**src/rtl/booth_pp_accumulator.sv**
```systemverilog
// Sequential radix-4 Booth back end: one partial product per cycle, three digits, signed product.
// Optional BOOTH_CODE_CHECK_EN: treat codes 011/100/111 as illegal (contribute 0) and flag code_err.
module booth_pp_accumulator #(
  parameter int N  = 4,
  parameter int PW = N + 7
) (
  input  logic          clk,
  input  logic          rst_n,
  input  logic          start,
  input  logic [N-1:0]  mcand,
  input  logic [2:0]    dig1,
  input  logic [2:0]    dig2,
  input  logic [2:0]    dig3,
  output logic          busy,
  output logic          done,
  output logic [PW-1:0] product
`ifdef BOOTH_CODE_CHECK_EN
  ,
  output logic          code_err
`endif
);

  localparam logic [1:0] S_IDLE = 2'd0;
  localparam logic [1:0] S_ACC  = 2'd1;
  localparam logic [1:0] S_DONE = 2'd2;

  logic [1:0]    state;
  logic [1:0]    k;
  logic [N-1:0]  mcand_q;
  logic [2:0]    dig1_q, dig2_q, dig3_q;
  logic [PW-1:0] acc;
  logic [PW-1:0] mcand_ext;
  logic [2:0]    dig_cur;
  logic [PW-1:0] pp;
  logic [PW-1:0] term;
  logic          accept;

  function automatic logic is_illegal(input logic [2:0] code);
    return (code == 3'b011) || (code == 3'b100) || (code == 3'b111);
  endfunction

  // Bitwise decode: magnitude from m2/m1, sign from s.
  function automatic logic [PW-1:0] pp_of(input logic [2:0] code, input logic [PW-1:0] mx);
    logic [PW-1:0] mag;
    mag = code[1] ? (mx << 1) : (code[0] ? mx : '0);
`ifdef BOOTH_CODE_CHECK_EN
    if (is_illegal(code)) mag = '0;
`endif
    return code[2] ? (~mag + 1'b1) : mag;
  endfunction

  assign mcand_ext = {{(PW-N){mcand_q[N-1]}}, mcand_q};
  assign accept    = start && ((state == S_IDLE) || (state == S_DONE));
  assign busy      = (state == S_ACC);
  assign done      = (state == S_DONE);

  always_comb begin
    dig_cur = dig1_q;
    term    = '0;
    case (k)
      2'd0:    dig_cur = dig1_q;
      2'd1:    dig_cur = dig2_q;
      default: dig_cur = dig3_q;
    endcase
    pp = pp_of(dig_cur, mcand_ext);
    case (k)
      2'd0:    term = pp;
      2'd1:    term = pp << 2;
      default: term = pp << 4;
    endcase
  end

  always_ff @(posedge clk) begin
    if (!rst_n) begin
      state   <= S_IDLE;
      k       <= '0;
      acc     <= '0;
      product <= '0;
      mcand_q <= '0;
      dig1_q  <= '0;
      dig2_q  <= '0;
      dig3_q  <= '0;
    end else if (accept) begin
      state   <= S_ACC;
      k       <= '0;
      acc     <= '0;
      mcand_q <= mcand;
      dig1_q  <= dig1;
      dig2_q  <= dig2;
      dig3_q  <= dig3;
    end else begin
      case (state)
        S_ACC: begin
          if (k == 2'd2) begin
            product <= acc + term;
            state   <= S_DONE;
          end else begin
            acc <= acc + term;
            k   <= k + 2'd1;
          end
        end
        S_DONE:  state <= S_IDLE;
        default: state <= S_IDLE;
      endcase
    end
  end

`ifdef BOOTH_CODE_CHECK_EN
  // Sticky until reset or the next accept whose codes are all legal.
  always_ff @(posedge clk) begin
    if (!rst_n)
      code_err <= 1'b0;
    else if (accept)
      code_err <= is_illegal(dig1) || is_illegal(dig2) || is_illegal(dig3);
  end
`endif

endmodule

```
**config.mk**
```make
export PLATFORM = sky130hd
export DESIGN_NAME = booth_pp_accumulator
export DESIGN_NICKNAME = d
export VERILOG_FILES = /design/src/rtl/booth_pp_accumulator.sv
export SDC_FILE = /design/constraint.sdc
export NUM_CORES = 1
export LEC_CHECK = 0
export ABC_AREA = 1
export BUFFER_PORTS_ARGS = -buffer_cell sky130_fd_sc_hd__buf_2
export CAP_MARGIN = 40
export CORE_MARGIN = 2
export CORE_UTILIZATION = 40
export CTS_CLUSTER_SIZE = 30
export DETAILED_ROUTE_END_ITERATION = 8
export PLACE_DENSITY_LB_ADDON = 0.2
export SLEW_MARGIN = 40
export SYNTH_ARGS = -nofsm -noshare
export SYNTH_HDL_FRONTEND = slang
export SYNTH_SLANG_ARGS = --single-unit
```
**constraint.sdc**
```tcl
create_clock -name clk -period 3.6 [get_ports clk]
set_clock_uncertainty 0.2 [all_clocks]
set_input_delay 0.9 -clock clk [delete_from_list [all_inputs] [get_ports clk]]
set_output_delay 0.9 -clock clk [all_outputs]
set_load 0.02 [all_outputs]
```
After elaboration in Yosys (flattened, before gate mapping)

Index checks and enable logic that the tools add are counted.

Bits in registers: 39
Input port bits: 16

Bitwise logic cells: 5
Equality and inequality tests: 5
Reductions and logical operators: 8
$add $sub $neg: 3
Multiplexer cells: 8

Operators with widths:

| kind                  | count |
|---|---|
| $mux 11               | 3 |
| $pmux 11 s2           | 1 |
| $add 11x1->11 const B | 1 |
| $add 11x11->11        | 1 |
| $not 11->11           | 1 |
| $pmux 3 s2            | 1 |
| $eq 2x1->1 const B    | 2 |
| $eq 2x2->1 const B    | 2 |
| $logic_not 2->1       | 2 |
| $not 1->1             | 4 |
| $mux 1                | 3 |
| $ne 3x1->1 const B    | 1 |
| $reduce_and 3->1      | 1 |
| $reduce_or 3->1       | 1 |
| $add 2x1->2 const B   | 1 |
| $reduce_and 2->1      | 1 |
| $reduce_or 2->1       | 1 |
| $logic_and 1x1->1     | 1 |
| $logic_or 1x1->1      | 1 |

Logic depth before layout (Yosys ltp)

Gate-level depths: netlist of the first run.

Depth after elaboration: 9
Gate-level depth with buffers: 29
Depth with buffers taken out: 28

Worst setup path before layout of the first run

Ideal clock, no wire load.

Path kind: reg-to-reg
Start: register k[0]
End: register acc[7]
Slack: -181 ps
Library setup time: 114 ps
Period minus slack after synthesis: 3781 ps
Cell stages (with the launch flop): 27
Buffers on the path: 0
Data arrival time: 3467 ps
Cell sequence: dfxtp_1 inv_1 ha_1 inv_2 nand2_8 nand2_4 nand2_8 nor2_4 inv_2 o22ai_1 inv_2 ha_1 nand3_2 ha_1 a21oi_2 nand2_1 o221ai_1 ha_1 a21oi_1 o21ai_0 a21oi_1 nor2_1 o21ai_0 nand2_1 xor2_1 o21bai_1 inv_1

Word-level cells in the longest chain between the ends: 9
Elaborated cells on any way between the ends: 13
Classes of those cells: add/sub: 2; eq/ne: 2; mux: 5; bitwise: 2; reduce/logical: 2

Ends and longest elaborated chain:

| item                                          | RTL line | source |
|---|---|---|
| start: declaration                            | 28       | `logic [1:0] k;` |
| start signal: assignment                      | 99       | `k <= k + 2'd1;` |
| $eq 2x1->1 or $logic_not 2->1 (tied branches) | 60, 66   |  |
| $pmux 3 s2                                    | 60       | `case (k)` |
| $mux 11 (2 in series)                         | 45       | `mag = code[1] ? (mx << 1) : (code[0] ? mx : '0);` |
| $not 11->11                                   | 49       | `return code[2] ? (~mag + 1'b1) : mag;` |
| $add 11x1->11                                 | 49       |  |
| $mux 11                                       | 49       |  |
| $pmux 11 s2                                   | 66       | `case (k)` |
| $add 11x11->11                                | 98       | `acc <= acc + term;` |
| end signal: assignment                        | 98       |  |
| end: declaration                              | 31       | `logic [PW-1:0] acc;` |

Several ways; a longest one is shown, not always the timed one.
A chain may end at the register's enable or synchronous reset.

Worst setup path after layout of the first run

Start: register k[1]
End: register product[9]

Word-level cells in the longest chain between the ends: 9
Elaborated cells on any way between the ends: 12
Classes of those cells: add/sub: 2; eq/ne: 2; mux: 5; bitwise: 1; reduce/logical: 2

Ends and longest elaborated chain:

| item                                          | RTL line | source |
|---|---|---|
| $eq 2x1->1 or $logic_not 2->1 (tied branches) | 60, 66   |  |
| $pmux 3 s2                                    | 60       |  |
| $mux 11 (2 in series)                         | 45       |  |
| $not 11->11                                   | 49       |  |
| $add 11x1->11                                 | 49       |  |
| $mux 11                                       | 49       |  |
| $pmux 11 s2                                   | 66       |  |
| $add 11x11->11                                | 95       | `product <= acc + term;` |
| end signal: assignment                        | 95       |  |
| end: declaration                              | 16       | `output logic [PW-1:0] product` |

Several ways; a longest one is shown, not always the timed one.

==> impl_metrics.env, run 1 <==
export IMPL_cts_hold_fix_buffers=0
export IMPL_crit_type="reg2reg"
export IMPL_grt_pass1_wl_um=9910
export IMPL_leakage_nw=1.67
export IMPL_hold_class="reg2reg"
export IMPL_ir_drop_uv=278
export IMPL_synth_cell_type_count=39
export IMPL_start_util_pct=41.3
export IMPL_cts_buffer_depth=2
export IMPL_post_dp_hpwl_um=4340
export IMPL_fp_dieArea_um2=6750
export IMPL_htreeDepth=2
export IMPL_rr_startpoint="k[1]"
export IMPL_layout_common_cells="buf_4, inv_1, dfxtp_1"
export IMPL_fin_ws_ns=-0.0177
export IMPL_synth_avg_cell_area_um2=7.34
export IMPL_core_um2=5920
export IMPL_utilization_pct=58.7
export IMPL_overflow=0
export IMPL_finalMaxSlewViolations=0
export IMPL_violations="setup timing"
export IMPL_nets=445
export IMPL_dieWidth_um=82.2
export IMPL_via_per_inst=5.02
export IMPL_final_common_cell="buf_4"
export IMPL_io_pins=29
export IMPL_numCtsBuffers=5
export IMPL_dr_pass1_iters=4
export IMPL_finalSetupTns_ns=-0.0319
export IMPL_ff2ff_setup_slack_ns=-0.02
export IMPL_antenna_found_initial=0
export IMPL_drt_iter0_drc=86
export IMPL_clkSinkCount=39
export IMPL_syn_nets=366
export IMPL_synthToLayoutAreaGrowth_pct=42.1
export IMPL_reg2reg_to="product[9]"
export IMPL_portBuffers=28
export IMPL_synthesis_area_um2=2440
export IMPL_holdWs_ns=0.283
export IMPL_n_fill_cell=537
export IMPL_cts_root_buf="clkbuf_8"
export IMPL_ys_warn_count=0
export IMPL_insertion_delay_ns=0.31
export IMPL_relSlewSlack_pct=70.5
export IMPL_syn_inst=333
export IMPL_rows=28
export IMPL_grt_pass1_vias=2157
export IMPL_status="complete, but fails checks"
export IMPL_track_usage_pct=19.4
export IMPL_wl_per_cell_um=13.3
export IMPL_drcViolationCount=0
export IMPL_vias=2448
export IMPL_rr_worst_depth=26
export IMPL_fin_area_um2=3470
export IMPL_tritoncts="done"
export IMPL_crit_path_max_fanout=4
export IMPL_p_per_area_nw_per_um2=423
export IMPL_ant_nets=0
export IMPL_worst_ep_arrival_time_ns=3.67
export IMPL_rsz0062_at_grt="yes"
export IMPL_yosysSeqAreaShare_pct=32.0
export IMPL_worstSetupStartpointType="flop"
export IMPL_hold_path_startpoint="dig3_q[0]"
export IMPL_dpl_cell_area_um2=2990
export IMPL_max_cap_viol_count=0
export IMPL_fin_crit_ns=3.62
export IMPL_clk_pin_slew_ns=0.08
export IMPL_postSynthRegisterBits=39
export IMPL_whs_endpoint="dig3_q[0]"
export IMPL_tightest_slew_ns=0.441
export IMPL_fin_crit_sh_pct=100
export IMPL_seq_area_um2=786
export IMPL_multiInputGateArea_um2=1760
export IMPL_gp_congestion=0.861
export IMPL_end_kind="flop"
export IMPL_layout_drive_gt1_share_pct=41.4
export IMPL_hold_depth=2
export IMPL_totalWireLength_um=6480
export IMPL_finalSetupViolCount=4
export IMPL_diodes=0
export IMPL_critPathRequiredTime_ns=3.65
export IMPL_fmax_ghz=0.276
export IMPL_die_y_um=82.2
export IMPL_hold_viol=0
export IMPL_grt_max_degree=26
how the worst max path moves through the flow:
stage          slack (ns)  from  cells after the start          end
6_report            -0.02  k[1]                     26   product[9]
5_1_grt             -0.24  k[1]                     30      acc[10]
4_1_cts             0.007  k[1]                     27   product[9]
2_1_floorplan       0.005  k[0]                     26       acc[7]
3_3_place_gp        -0.23  k[1]                     28      acc[10]
3_5_place_dp        -0.29  k[1]                     28  product[10]
report_power, final:
group          total (mW)  switching [mW]  internal (mW)  leakage, nW
clock network       0.311           0.176          0.135       0.0402
logic               0.681           0.377          0.303         1.31
registers           0.478          0.0191          0.459        0.320
total                1.47           0.572          0.897         1.67
cell usage after synthesis, drive strengths merged:
| library cell | number | share of area (%) |
|---|---|---|
| o2111ai | 1 | 0.36 |
| ha | 16 | 8.2 |
| clkbuf | 5 | 0.77 |
| fa | 1 | 0.82 |
| a21oi | 25 | 5.4 |
| xor2 | 8 | 2.9 |
| o22ai | 2 | 0.51 |
| clkinv | 2 | 0.36 |
| o21a | 1 | 0.31 |
| o21ai | 43 | 9.4 |
| nor2 | 44 | 8.4 |
| o221ai | 1 | 0.36 |
| nand3 | 20 | 4.9 |
| inv | 50 | 7.8 |
| o21bai | 12 | 3.7 |
| a21boi | 1 | 0.31 |
| nand2 | 49 | 9.7 |
| o211ai | 5 | 1.7 |
| dfxtp | 39 | 32 |
| o311ai | 1 | 0.36 |
| buf | 3 | 0.87 |
| a31oi | 1 | 0.26 |
| nor3 | 2 | 0.41 |
| or2 | 1 | 0.26 |
worst max-delay path: stages (launching register included):
cell and delay, ns:
dfxtp_2 0.36, inv_4 0.06, buf_6 0.12, ha_4 0.16, nand2_2 0.06, nand2_2 0.06
nand2_4 0.08, nand2_8 0.06, nor2_4 0.09, inv_2 0.05, o22ai_2 0.09, inv_2 0.07
ha_4 0.18, nand3_4 0.09, buf_4 0.11, nand2_2 0.04, a21oi_1 0.18, nand2_1 0.10
nand3_1 0.10, a21boi_4 0.21, ha_4 0.25, a21oi_1 0.20, o2111ai_2 0.17, or2_4 0.28
nand3_1 0.07, o211ai_1 0.08, inv_1 0.07
stage by stage:
stage,power [mW],worst slack [ns],std cells
after floorplan,0.812,0.00487,333
after global placement,0.998,-0.230,472
after detailed placement,1.00,-0.289,472
after CTS,1.39,0.00727,484
after global routing,1.56,-0.244,488
final,1.47,-0.0177,488
sequential cells by signal, summed over array words and instances (netlist names):
name     cells
product     11
acc         11
mcand_q      4
dig3_q       3
dig2_q       3
state        2
k            2
dig1_q       3
cell families (layout without fill, tap and decap cells):
kind of cell             count (synthesis)  in the layout  synth area share (%)
AO/OA/AOI/OAI                           93             93                  22.7
XOR/XNOR                                 8              8                  2.87
adder cells (fa/ha/maj)                 17             17                  9.01
buffers and inverters                   60            140                  9.78
flip-flops                              39             39                  32.0
AND/OR/NAND/NOR                        116            116                  23.7
layout make-up:
type	count	share of cell area (%)
flip-flops and latches	39	22.6
well taps	75	2.70
repair buffers	80	15.4
clock buffers	5	1.98
multi-input cells	234	50.7
inverters	52	6.05
clock inverters	3	0.576
per-layer routing:
layer	share of wire (%)	vias up	GRT usage (%)
li1	-	1251	-
met1	48	1133	26.9
met2	47	51	29.8
met3	3.5	13	3.04
met4	2.1	0	8.50
met5	0	-	0
repair_timing:
| item | 4_1_cts | 5_1_grt |
|---|---|---|
| endpoints found under the setup margin | 12 | 12 |
| pin swaps | 14 | 31 |
| endpoints found under the hold margin | 0 | 0 |
| buffers inserted | 4 | 4 |
| gates resized for setup | 35 | 37 |
Note: power is estimated with default switching activity, not from simulation.
==> inputs of run 2 (changes only) <==
CORE_MARGIN = 1   (was 2)
==> impl_metrics.env, run 2 (synthesized netlist as in run 1, its figures left out) <==
export IMPL_portBuffers=28
export IMPL_drt_iter0_drc=79
export IMPL_crit_type="reg2reg"
export IMPL_clk_pin_slew_ns=0.08
export IMPL_worstSetupStartpointType="flop"
export IMPL_antenna_found_initial=0
export IMPL_fmax_ghz=0.275
export IMPL_ant_nets=0
export IMPL_cts_root_buf="clkbuf_8"
export IMPL_critPathRequiredTime_ns=3.58
export IMPL_start_util_pct=41.3
export IMPL_htreeDepth=2
export IMPL_gp_congestion=0.861
export IMPL_leakage_nw=1.68
export IMPL_nets=449
export IMPL_overflow=0
export IMPL_hold_class="reg2reg"
export IMPL_fin_crit_ns=3.63
export IMPL_pre_cts_slack_ns=-0.323
export IMPL_post_dp_hpwl_um=4470
export IMPL_finalSetupViolCount=3
export IMPL_max_cap_viol_count=0
export IMPL_fp_dieArea_um2=6430
export IMPL_end_kind="flop"
export IMPL_reg_largest_list="acc x11, product x11, mcand_q x4"
export IMPL_clkSinkCount=39
export IMPL_finalSetupTns_ns=-0.0624
export IMPL_grt_pass1_vias=2271
export IMPL_core_um2=5920
export IMPL_track_usage_pct=20.8
export IMPL_grt_pass1_wl_um=10200
export IMPL_layout_drive_gt1_share_pct=42.1
export IMPL_fin_crit_sh_pct=101
export IMPL_tritoncts="done"
export IMPL_numCtsBuffers=5
export IMPL_die_y_um=80.2
export IMPL_wl_per_cell_um=13.2
export IMPL_via_per_inst=4.99
export IMPL_p_per_area_nw_per_um2=426
export IMPL_dr_pass1_iters=4
export IMPL_crit_path_max_fanout=4
export IMPL_rows=28
export IMPL_rsz0062_at_grt="yes"
export IMPL_status="complete, but fails checks"
export IMPL_drcViolationCount=0
export IMPL_grt_max_degree=26
export IMPL_fin_ws_ns=-0.0305
export IMPL_vias=2450
export IMPL_violations="setup timing"
export IMPL_insertion_delay_ns=0.29
export IMPL_fin_area_um2=3490
export IMPL_totalWireLength_um=6460
export IMPL_dpl_cell_area_um2=3020
export IMPL_cts_buffer_depth=2
export IMPL_worst_ep_arrival_time_ns=3.61
export IMPL_power_mw=1.49
export IMPL_finalMaxSlewViolations=0
export IMPL_hold_viol=0
export IMPL_layout_common_cells="buf_4, inv_1, dfxtp_1"
export IMPL_synthToLayoutAreaGrowth_pct=42.9
export IMPL_cts_hold_fix_buffers=0
export IMPL_dieWidth_um=80.2
export IMPL_final_common_cell="buf_4"
export IMPL_relSlewSlack_pct=70.9
export IMPL_diodes=0
export IMPL_tightest_slew_ns=0.436
export IMPL_io_pins=29
export IMPL_ir_drop_uv=269
## run 2: cell types whose count changed in the layout (fill, tap and decap cells not counted), sizes merged
cell and delta:
buf +4, clkinvlp -2, clkbuf +1, clkinv -1
inv +1
## run 2: metrics by stage
stage	utilization, %	hold WS, ns	cells
after floorplan	-	0.230	333
after global placement	50.9	0.249	475
after detailed placement	50.9	0.256	475
after CTS	55.8	0.270	486
after global routing	59.0	0.316	491
final	59.0	0.281	491
## run 2: critical path, cell delays in order (launching register included)
cell	delay (ns)
dfxtp_4	0.39
inv_4	0.06
ha_4	0.17
nor2_4	0.16
nand2_4	0.08
nand2_8	0.09
buf_4	0.14
nor2_1	0.07
nor2_4	0.17
nand3_4	0.11
ha_4	0.29
a21oi_4	0.06
nand2_1	0.08
o221ai_2	0.11
ha_4	0.33
nand2_4	0.06
o21ai_2	0.18
a21oi_2	0.06
buf_4	0.13
buf_4	0.12
buf_4	0.12
xor2_1	0.15
o21bai_1	0.13
inv_1	0.05
## run 2: repair_timing
action / in CTS / in global routing
resized for setup: 36 / 33
setup endpoints to repair: 14 / 14
buffers inserted: 4 / 5
pin swaps: 24 / 32
## run 2: metal layers
metal / wire length [um] / global-route usage (%) / vias to the layer above
met5: 0 / 0 / -
met4: 49 / 4.64 / 0
met3: 313 / 5.34 / 4
met2: 3110 / 34.4 / 51
met1: 2980 / 27.0 / 1138
li1: - / - / 1257
## run 2: path summary, 6_finish.rpt
| path | endpoint | slack, ns | start | depth (start not counted) |
|---|---|---|---|---|
| worst min-delay path | dig3_q[0] | 0.28 | dig3_q[0] | 2 |
| worst max register to register | acc[5] | -0.03 | k[0] | 23 |
| worst min register to register | dig3_q[0] | 0.28 | dig3_q[0] | 2 |
| worst max-delay path | acc[5] | -0.03 | k[0] | 23 |
## run 2: area by class of cell
class	count	area, um2
tap	75	93.8
clock buffer	6	82.6
inverter	52	208
fill	557	2430
multi-input combinational	234	1750
sequential	39	786
timing repair buffer	84	564
clock inverter	1	8.76
## run 2: where the power goes
part / switching (mW) / internal [mW]
clock network: 0.166 / 0.154
logic: 0.373 / 0.314
registers: 0.0194 / 0.459
total: 0.559 / 0.928
==> inputs of run 3 (changes only) <==
BUFFER_PORTS_ARGS = default   (was -buffer_cell sky130_fd_sc_hd__buf_2)
DONT_BUFFER_PORTS = 1   (was default)
==> impl_metrics.env, run 3 (synthesized netlist as in run 1, its figures left out) <==
export IMPL_fin_crit_ns=3.56
export IMPL_p_per_area_nw_per_um2=449
export IMPL_final_common_cell="buf_4"
export IMPL_utilization_pct=56.5
export IMPL_ant_nets=0
export IMPL_finalSetupViolCount=0
export IMPL_via_per_inst=5.05
export IMPL_critPathRequiredTime_ns=3.60
export IMPL_nets=414
export IMPL_max_cap_viol_count=0
export IMPL_n_fill_cell=545
export IMPL_relSlewSlack_pct=65.9
export IMPL_cts_root_buf="clkbuf_8"
export IMPL_final_cell_count_no_fill=457
export IMPL_drt_iter0_drc=118
export IMPL_overflow=0
export IMPL_cts_buffer_depth=2
export IMPL_clkSinkCount=39
export IMPL_die_y_um=80.2
export IMPL_hold_viol=0
export IMPL_finalMaxSlewViolations=0
export IMPL_cts_hold_fix_buffers=0
export IMPL_layout_common_cells="buf_4, inv_1, dfxtp_1"
export IMPL_drcViolationCount=0
export IMPL_tightest_slew_ns=0.510
export IMPL_end_kind="flop"
export IMPL_io_pins=29
export IMPL_met3_usage_pct=3.98
export IMPL_htreeDepth=2
export IMPL_holdWs_ns=0.259
export IMPL_rows=28
export IMPL_grt_max_degree=26
export IMPL_fmax_ghz=0.281
export IMPL_synthToLayoutAreaGrowth_pct=36.9
export IMPL_fin_crit_sh_pct=98.9
export IMPL_track_usage_pct=20.0
export IMPL_leakage_nw=1.50
export IMPL_wl_per_cell_um=13.6
export IMPL_grt_util_met2_pct=32.1
export IMPL_post_dp_hpwl_um=4270
export IMPL_totalWireLength_um=6230
export IMPL_worstSetupStartpointType="flop"
export IMPL_fp_dieArea_um2=6430
export IMPL_core_um2=5920
export IMPL_portBuffers=0
export IMPL_reg_largest_list="acc x11, product x11, mcand_q x4"
export IMPL_status="finished clean"
export IMPL_dieWidth_um=80.2
export IMPL_layout_drive_gt1_share_pct=35.9
export IMPL_tritoncts="done"
export IMPL_numCtsBuffers=5
export IMPL_ir_drop_uv=225
export IMPL_dr_pass1_iters=4
export IMPL_grt_busiest_layer="met2"
export IMPL_worst_ep_arrival_time_ns=3.56
export IMPL_insertion_delay_ns=0.29
export IMPL_grtUsageMet1_pct=26.7
export IMPL_antenna_found_initial=0
export IMPL_clk_pin_slew_ns=0.09
export IMPL_crit_type="reg2reg"
export IMPL_vias=2310
export IMPL_grt_pass1_vias=2167
export IMPL_rsz0062_at_grt="yes"
export IMPL_start_util_pct=41.3
export IMPL_hold_class="reg2reg"
export IMPL_grt_pass1_wl_um=9850
export IMPL_crit_path_max_fanout=4
export IMPL_diodes=0
export IMPL_dp_cells=445
export IMPL_gp_congestion=0.876
## run 3: changes by cell type in the layout (fill, tap and decap cells not counted), moves of 2 or more
cell	before	now
nand2_1	30	34
inv_2	7	5
buf_2	28	0
xor2_1	7	5
nand2_4	4	1
nand3_1	11	13
buf_4	55	47
inv_4	3	5
## run 3: final timing paths
check	start	slack [ns]	end	depth (start not counted)
worst max-delay path	k[1]	0.04	product[7]	27
worst min register to register	dig3_q[0]	0.26	dig3_q[0]	2
worst max register to register	k[1]	0.04	product[7]	27
worst min-delay path	dig3_q[0]	0.26	dig3_q[0]	2
## run 3: repair_timing
| action | in CTS | in global routing |
|---|---|---|
| pin swaps | 24 | 27 |
| resized for setup | 36 | 32 |
| setup buffers | 1 | 3 |
| endpoints found under the setup margin | 14 | 12 |
## run 3: area by class of cell
class	instances	area [um2]	area share, %
multi-input cells	234	1760	52.7
flip-flops and latches	39	786	23.5
repair buffers	49	375	11.2
inverters	52	213	6.36
well taps	75	93.8	2.81
clock buffers	5	68.8	2.06
clock inverters	3	43.8	1.31
## run 3: worst max-delay path, stage by stage, from the launching register on
cell and delay (ns):
dfxtp_2 0.36, inv_4 0.05, buf_6 0.12, ha_4 0.16, nand2_2 0.06, nand2_2 0.07
nand2_4 0.08, nand2_8 0.06, nor2_4 0.09, inv_2 0.05, o22ai_2 0.09, inv_2 0.07
ha_4 0.18, nand3_4 0.09, ha_4 0.21, a21oi_4 0.17, nand2_2 0.10, o221ai_4 0.09
ha_4 0.26, a21oi_4 0.13, o21ai_2 0.08, a21oi_2 0.13, nor2_1 0.06, o21ai_1 0.12
nand2_1 0.07, xor2_1 0.15, o21bai_1 0.15, inv_1 0.05
## run 3: power by group
part	internal [mW]	switching [mW]	total, mW
combinational	0.292	0.355	0.647
sequential	0.459	0.0240	0.483
clock	0.207	0.166	0.373
total	0.958	0.545	1.50
## run 3: per-layer routing
layer  wire, um  vias to the layer above
li1           -                     1187
met1       2950                     1069
met2       2990                       46
met3        215                        8
met4         77                        0
met5          0                        -
## run 3: per-stage QoR
step / power [mW] / instance area (um2) / setup slack [ns] / TNS [ns]
5_1_grt: 1.60 / 3340 / -0.201 / -1.46
2_1_floorplan: 0.812 / 2470 / 0.00487 / 0
3_5_place_dp: 0.987 / 2860 / -0.266 / -1.98
4_1_cts: 1.42 / 3160 / 0.00503 / 0
3_3_place_gp: 0.986 / 2860 / -0.201 / -1.47
6_report: 1.50 / 3340 / 0.0407 / 0
